==> src/rtl/button_conditioner_pkg.sv <==
// Shared types and helpers for the push-button conditioner.
// Holds the per-channel FSM state encoding and the ms-to-cycles conversion.
package button_conditioner_pkg;

    typedef enum logic [1:0] {
        IDLE        = 2'd0,
        DEB_PRESS   = 2'd1,
        PRESSED     = 2'd2,
        DEB_RELEASE = 2'd3
    } btn_state_e;

    // Convert a duration in ms to clk cycles; never returns less than 1.
    function automatic int ms_to_cyc(input int freq_hz, input int ms);
        int cyc;
        cyc = freq_hz / 1000 * ms;
        return (cyc < 1) ? 1 : cyc;
    endfunction

endpackage

==> src/rtl/button_conditioner_channel.sv <==
// One button channel: 2-flop synchroniser, debounce FSM, hold and repeat timers.
// Ports: clk, rst (async high), raw pin in; press/long one-cycle pulses, level out.
module button_channel
    import button_conditioner_pkg::*;
#(
    parameter int DEB_CYC   = 4,
    parameter int LONG_CYC  = 20,
    parameter int REP_CYC   = 5,
    parameter bit REPEAT_EN = 1'b0
) (
    input  logic clk,
    input  logic rst,
    input  logic raw,
    output logic press,
    output logic long,
    output logic level
);

    localparam int DW = $clog2(DEB_CYC) + 1;
    localparam int HW = $clog2(LONG_CYC) + 1;
    localparam int RW = $clog2(REP_CYC) + 1;

    localparam logic [DW-1:0] DEB_LAST  = DW'(DEB_CYC - 1);
    localparam logic [HW-1:0] HOLD_MAX  = HW'(LONG_CYC);
    localparam logic [HW-1:0] HOLD_LAST = HW'(LONG_CYC - 1);
    localparam logic [RW-1:0] REP_LAST  = RW'(REP_CYC - 1);

    logic          sync1_q, sync1_d;
    logic          sync2_q, sync2_d;
    btn_state_e    state_q, state_d;
    logic [DW-1:0] deb_cnt_q, deb_cnt_d;
    logic [HW-1:0] hold_cnt_q, hold_cnt_d;
    logic [RW-1:0] rep_cnt_q, rep_cnt_d;
    logic          press_q, press_d;
    logic          long_q, long_d;

    logic s;
    logic held;
    logic accept;
    logic hold_hit;
    logic rep_hit;

    assign s     = sync2_q;
    assign held  = (state_q == PRESSED) || (state_q == DEB_RELEASE);
    assign level = held;
    assign press = press_q;
    assign long  = long_q;

    always_ff @(posedge clk or posedge rst) begin
        if (rst) begin
            sync1_q    <= 1'b0;
            sync2_q    <= 1'b0;
            state_q    <= IDLE;
            deb_cnt_q  <= '0;
            hold_cnt_q <= '0;
            rep_cnt_q  <= '0;
            press_q    <= 1'b0;
            long_q     <= 1'b0;
        end else begin
            sync1_q    <= sync1_d;
            sync2_q    <= sync2_d;
            state_q    <= state_d;
            deb_cnt_q  <= deb_cnt_d;
            hold_cnt_q <= hold_cnt_d;
            rep_cnt_q  <= rep_cnt_d;
            press_q    <= press_d;
            long_q     <= long_d;
        end
    end

    always_comb begin
        sync1_d    = raw;
        sync2_d    = sync1_q;
        state_d    = state_q;
        deb_cnt_d  = deb_cnt_q;
        hold_cnt_d = hold_cnt_q;
        rep_cnt_d  = '0;
        accept     = 1'b0;
        hold_hit   = 1'b0;
        rep_hit    = 1'b0;

        // Hold time keeps running through release bouncing.
        if (held) begin
            if (hold_cnt_q != HOLD_MAX) begin
                hold_cnt_d = hold_cnt_q + HW'(1);
            end
            hold_hit = (hold_cnt_q == HOLD_LAST);
        end

        unique case (state_q)
            IDLE: begin
                if (s) begin
                    state_d   = DEB_PRESS;
                    deb_cnt_d = '0;
                end
            end
            DEB_PRESS: begin
                if (!s) begin
                    state_d = IDLE;
                end else if (deb_cnt_q == DEB_LAST) begin
                    state_d    = PRESSED;
                    accept     = 1'b1;
                    hold_cnt_d = '0;
                end else begin
                    deb_cnt_d = deb_cnt_q + DW'(1);
                end
            end
            PRESSED: begin
                if (!s) begin
                    state_d   = DEB_RELEASE;
                    deb_cnt_d = '0;
                end
                // Repeat period starts counting once the hold saturates.
                if (hold_cnt_q == HOLD_MAX) begin
                    if (rep_cnt_q == REP_LAST) begin
                        rep_hit = 1'b1;
                    end else begin
                        rep_cnt_d = rep_cnt_q + RW'(1);
                    end
                end
            end
            DEB_RELEASE: begin
                if (s) begin
                    state_d = PRESSED;
                end else if (deb_cnt_q == DEB_LAST) begin
                    state_d = IDLE;
                end else begin
                    deb_cnt_d = deb_cnt_q + DW'(1);
                end
            end
            default: begin
                state_d = IDLE;
            end
        endcase

        press_d = accept | (REPEAT_EN & (hold_hit | rep_hit));
        long_d  = hold_hit;
    end

endmodule

==> src/rtl/button_conditioner.sv <==
// Conditions the three raw pet-control buttons into press / long-press pulses.
// Ports: clk, rst, {menu,next,select}_raw in; *_button, select_long pulses, btn_level.
module button_conditioner
    import button_conditioner_pkg::*;
#(
    parameter int CLOCK_FREQ    = 125_000_000,
    parameter int DEBOUNCE_MS   = 10,
    parameter int LONG_PRESS_MS = 1000,
    parameter int REPEAT_MS     = 200
) (
    input  logic       clk,
    input  logic       rst,
    input  logic       menu_raw,
    input  logic       next_raw,
    input  logic       select_raw,
    output logic       menu_button,
    output logic       next_button,
    output logic       select_button,
    output logic       select_long,
    output logic [2:0] btn_level
);

    localparam int DEB_CYC  = ms_to_cyc(CLOCK_FREQ, DEBOUNCE_MS);
    localparam int LONG_CYC = ms_to_cyc(CLOCK_FREQ, LONG_PRESS_MS);
    localparam int REP_CYC  = ms_to_cyc(CLOCK_FREQ, REPEAT_MS);

    logic menu_long_unused;
    logic next_long_unused;
    logic menu_level;
    logic next_level;
    logic select_level;

    button_channel #(
        .DEB_CYC   (DEB_CYC),
        .LONG_CYC  (LONG_CYC),
        .REP_CYC   (REP_CYC),
        .REPEAT_EN (1'b0)
    ) u_menu (
        .clk   (clk),
        .rst   (rst),
        .raw   (menu_raw),
        .press (menu_button),
        .long  (menu_long_unused),
        .level (menu_level)
    );

    // Only next auto-repeats; its long-hold pulse folds into next_button.
    button_channel #(
        .DEB_CYC   (DEB_CYC),
        .LONG_CYC  (LONG_CYC),
        .REP_CYC   (REP_CYC),
        .REPEAT_EN (1'b1)
    ) u_next (
        .clk   (clk),
        .rst   (rst),
        .raw   (next_raw),
        .press (next_button),
        .long  (next_long_unused),
        .level (next_level)
    );

    button_channel #(
        .DEB_CYC   (DEB_CYC),
        .LONG_CYC  (LONG_CYC),
        .REP_CYC   (REP_CYC),
        .REPEAT_EN (1'b0)
    ) u_select (
        .clk   (clk),
        .rst   (rst),
        .raw   (select_raw),
        .press (select_button),
        .long  (select_long),
        .level (select_level)
    );

    assign btn_level = {select_level, next_level, menu_level};

endmodule

==> config.mk <==
export PLATFORM = sky130hd
export DESIGN_NAME = button_conditioner
export DESIGN_NICKNAME = d
export VERILOG_FILES = /design/src/rtl/button_conditioner_pkg.sv /design/src/rtl/button_conditioner_channel.sv /design/src/rtl/button_conditioner.sv
export SDC_FILE = /design/constraint.sdc
export NUM_CORES = 1
export LEC_CHECK = 0
export CELL_PAD_IN_SITES_DETAIL_PLACEMENT = 0
export CELL_PAD_IN_SITES_GLOBAL_PLACEMENT = 1
export CORE_ASPECT_RATIO = 1.4
export CORE_MARGIN = 4
export CORE_UTILIZATION = 54
export DETAILED_ROUTE_END_ITERATION = 10
export MAX_ROUTING_LAYER = met4
export PLACE_DENSITY_LB_ADDON = 0.12
export SYNTH_ARGS = -nofsm -noshare
export SYNTH_HDL_FRONTEND = slang
export SYNTH_SLANG_ARGS = --single-unit
==> constraint.sdc <==
create_clock -name clk -period 13.25 [get_ports clk]
set_input_delay 3.975 -clock clk [delete_from_list [all_inputs] [get_ports clk]]
set_output_delay 3.975 -clock clk [all_outputs]
set_load 0.005 [all_outputs]
# Word-level counts from Yosys, hierarchy flattened
# Index checks and enable logic that the tools add are counted.
[op_classes]
mux = 66
addsub = 6
magnitude_cmp = 0
multipliers = 0
reduce_logical = 12
div_mod_pow = 0
n_shift = 0
bitwise_logic = 2
n_eq_ne = 36
[ops]
columns = ["op", "n"]
rows = [
  ["$mux W22", 15],
  ["$mux W28", 10],
  ["$pmux W22 S4", 3],
  ["$eq A28 B27 Y1 const B", 3],
  ["$mux W26", 3],
  ["$add A22 B1 Y22 const B", 3],
  ["$eq A22 B21 Y1 const B", 3],
  ["$add A28 B1 Y28 const B", 2],
  ["$ne A28 B27 Y1 const B", 2],
  ["$mux W2", 18],
  ["$add A26 B1 Y26 const B", 1],
  ["$eq A26 B25 Y1 const B", 1],
  ["$pmux W2 S4", 3],
  ["$reduce_and A4 Y1", 6],
  ["$mux W1", 14],
  ["$eq A2 B2 Y1 const B", 6],
  ["$ne A2 B1 Y1 const B", 6],
  ["$ne A2 B2 Y1 const B", 6],
  ["$ne A3 B2 Y1 const B", 3],
  ["$ne A3 B3 Y1 const B", 3],
  ["$eq A2 B1 Y1 const B", 3],
  ["$logic_not A2 Y1", 3],
  ["$logic_or A1 B1 Y1", 3],
  ["$or A1 B1 Y1", 2],
]
[totals]
latch_bits = 0
romBits = 0
memories = 0
register_bits = 164
output_inout_bits = 7
ramBits = 0
elab_cells = 141
in_bits = 5

# Depth between registers and ports, before layout
[depth]
depth_word = 6
ltp_mapped = 8

# Cells and area by module
# Synthesis repeated with hierarchy kept, for this count alone.
[hier_totals]
cells_unflattened = 1090
hier_area_um2 = 10418.7
[by_module_without_submodules]
columns = ["mod", "cells_per_inst", "area_each_um2", "n_inst", "seq_area_each_um2"]
rows = [
  ["button_channel at u_next", 441, 4215.3, 1, 2052.0],
  ["button_channel at u_menu", 341, 3260.6, 1, 1401.3],
  ["button_channel at u_select", 305, 2920.3, 1, 1401.3],
  ["button_conditioner", 3, 22.5, 1, 0.0],
]

# Worst setup path after synthesis
# No wires, ideal clock.
[synth_path]
path_kind = "register to output"
startpoint = "register (tool-made name)"
endpoint = "output btn_level[2]"
setup_slack_ns = 8.569
path_stages_with_launch = 4
arrival_ns = 0.706
n_path_buf = 3
required_time_ns = 9.275
path_cell_list = "dfrtp_1 -> buf_2 -> clkbuf_1 -> buf_4"
[synth_rtl]
columns = ["element", "line_no", "source"]
rows = [
  ["end: declaration", "button_conditioner.sv:20", "output logic [2:0] btn_level"],
]

==> metrics <==
Synth Register Bits approximately 160; top_reg_cell synth dfrtp_1; Final period util approximately 43%; Post-CTS Resized 0; Die Wd around 120 um; Max-slew headroom between 10% and 20%; share of cells above drive strength 1 roughly 8.3%; status finished clean; worst setup margin between 7 and 8 ns; first-pass detailed-route iteration total 4; Post-synth EDFFs 0; routed length per instance 15.7 um; most common cell in the netlist dfrtp_1; CTS Hold Buffers Added 0; min-delay worst type reg -> reg; Unique masters post-synth between 60 and 70; GRT Total Usage between 20% and 30%; Peak VDD IR just over 0.1 mV; Cells after Synth between 900 and 1000; WP buf/inv 1; port bufs 11; Clock Sinks roughly 160; top post-synthesis cells by area dfrtp_1 47%, xnor2_1 5.8%, xor2_1 5.1%, nor2_1 4.7%, nand3_1 3.8%; drt total wl ~17 mm; crit start category register; register area share after synthesis a little under half; die height 159 um; Final #Nets ~900; Fin. Hold Viols 0; Routed Antenna Nets 0; 1st-iter DRT viols between 400 and 500; post-route insts no fill roughly 1100; antenna violations before repair 0; row count 54; Cells after DPL about 1100; CP Class reg -> out; Post-Place Setup Slack about 7.1 ns; Syn Nets around 900; largest net degree at the start of global routing 89; CP max stage delay 0.69 ns; core area 0.0158 mm2; vias per cell about 6; Yosys warning count 0; worst-skew pair later-pin latency about 0.42 ns; H-tree levels 4; Lkg Pwr between 3 and 4 nW; synthesized area per cell just under 10 um2; cell taking the most area after synthesis dfrtp_1; max cap viols 0; Area growth syn-to-layout 8.46%; final setup TNS 0 ns; vias in the first global route 6630; Die ar. between 0.015 and 0.02 mm2; Fmax around 0.18 GHz; actual slew at the worst max-slew pin between 1 and 1.5 ns; I/O pin cnt 12; dpl hpwl ~12 mm; GR Overflow Total 0; CTS tree done; DR DRC count 0; Final Wtd Congestion 0.843; diode count 0; fraction of registers with async set/reset 100%; area share of the largest cell type after synthesis 46.7%; cell breakdown of the critical path clkdlybuf4s50_1; Worst Path Required ~9 ns; Synth top cells by count 164 x dfrtp_1, 110 x nor2_1, 70 x nand2_1; clk slew on worst S/H paths roughly 0.06 ns; total power roughly 1.0 mW; Slowest-stage cell, CP dfrtp_1; # fillers approximately 1400; crit path DAT around 1.7 ns; RSZ-0062 raised after global routing false; setup bufs post-CTS 0; final setup violation count 0; Clock Skew between 0.007 and 0.008 ns; Post-Syn Area approximately 0.0088 mm2; clock tree buffer depth 2; Tmin final approximately 5.7 ns; Top delay family on crit path flip-flops; CP endpoint kind output pin; hold_ws approximately 0.36 ns; Starting Density 55.6%; DR vias between 6000 and 7000; root buf cell clkbuf_16; CTS Buf Count 17; first-pass GRT wire length a little over 30 mm; Final Max Slew Viols 0; Crit Path Max Fanout 18; PwrDens 109 mW/mm2
-- sequential cells by signal, summed over array words and instances, names as in the netlist, 22 cells and up, named ones only --
| name | count |
|---|---|
| u_select.deb_cnt_q | 22 |
| u_menu.deb_cnt_q | 22 |
| u_next.rep_cnt_q | 26 |
| u_next.deb_cnt_q | 22 |
| u_select.hold_cnt_q | 28 |
| u_next.hold_cnt_q | 28 |
-- final timing paths --
path | startpoint | slack, ns | cells after the start | endpoint
max in group asynchronous | rst | 7.69 | 3 | u_menu.deb_cnt_q[18]
min in group asynchronous | rst | 4.10 | 2 | u_select.deb_cnt_q[15]
worst max-delay path | register | 7.54 | 1 | btn_level[1]
worst max register to register | u_next.rep_cnt_q[11] | 10.41 | 5 | u_next.rep_cnt_q[3]
worst min-delay path | u_select.sync1_q | 0.36 | 0 | u_select.s
worst min register to register | u_select.sync1_q | 0.36 | 0 | u_select.s
-- metrics by stage --
step / util, % / instance area, um2
after floorplan: - / 8790
after global placement: 56.6 / 8950
after detailed placement: 56.6 / 8950
after CTS: 60.3 / 9530
after global routing: 60.3 / 9530
final: 60.3 / 9530
-- placed cells by master (no fill, tap or decap), types with 6 or more instances in the layout --
cell type / count
nor2_4: 18
mux2_2: 6
nand3_1: 67
nor2_1: 110
a21o_1: 6
xnor2_1: 58
and3_1: 22
or3_1: 12
clkdlybuf4s50_1: 11
ha_1: 8
clkbuf_16: 17
dfrtp_1: 164
o21ai_0: 34
a22o_1: 12
a21oi_1: 14
nor3_1: 24
nor4_1: 20
xor2_1: 51
o31ai_1: 10
nand2_1: 70
nor4b_1: 10
inv_1: 26
and4_1: 13
nand4_1: 43
-- cells by family after synthesis --
| group | Yosys count | share of synthesized area (%) |
|---|---|---|
| xor gates and xnor gates | 109 | 10.9 |
| muxes | 9 | 1.11 |
| buffers and inverters | 69 | 3.66 |
| DFF | 164 | 46.7 |
| adders and majority gates | 8 | 1.14 |
| AOI/OAI and AO/OA | 96 | 7.12 |
| and+or+nand+nor | 457 | 29.4 |
-- report_power, final --
| group | internal [mW] | total, mW | leakage, nW | switching, mW |
|---|---|---|---|---|
| registers | 0.509 | 0.521 | 2.26 | 0.0127 |
| clock network | 0.300 | 0.486 | 0.286 | 0.186 |
| logic | 0.0120 | 0.0339 | 1.36 | 0.0219 |
-- final cells by class --
| type | instances | area, um2 | share of cell area, % |
|---|---|---|---|
| clock buffer | 26 | 509 | 5.34 |
| clock inverter | 4 | 70.1 | 0.735 |
| inverter | 27 | 106 | 1.12 |
| multi-input combinational | 679 | 4360 | 45.8 |
| sequential | 164 | 4100 | 43.1 |
| tap | 196 | 245 | 2.57 |
| timing repair buffer | 14 | 133 | 1.39 |
-- layer usage --
layer / track usage [%] / share of wire (%) / wire [um] / vias to the layer above
met5: - / 0 / 0 / -
li1: - / - / - / 3213
met4: 6.23 / 1.4 / 239 / 0
met3: 4.22 / 2.2 / 374 / 20
met1: 25.6 / 45 / 7810 / 3218
met2: 33.9 / 52 / 8960 / 71
No activity file was read; power rests on OpenSTA's default activity.
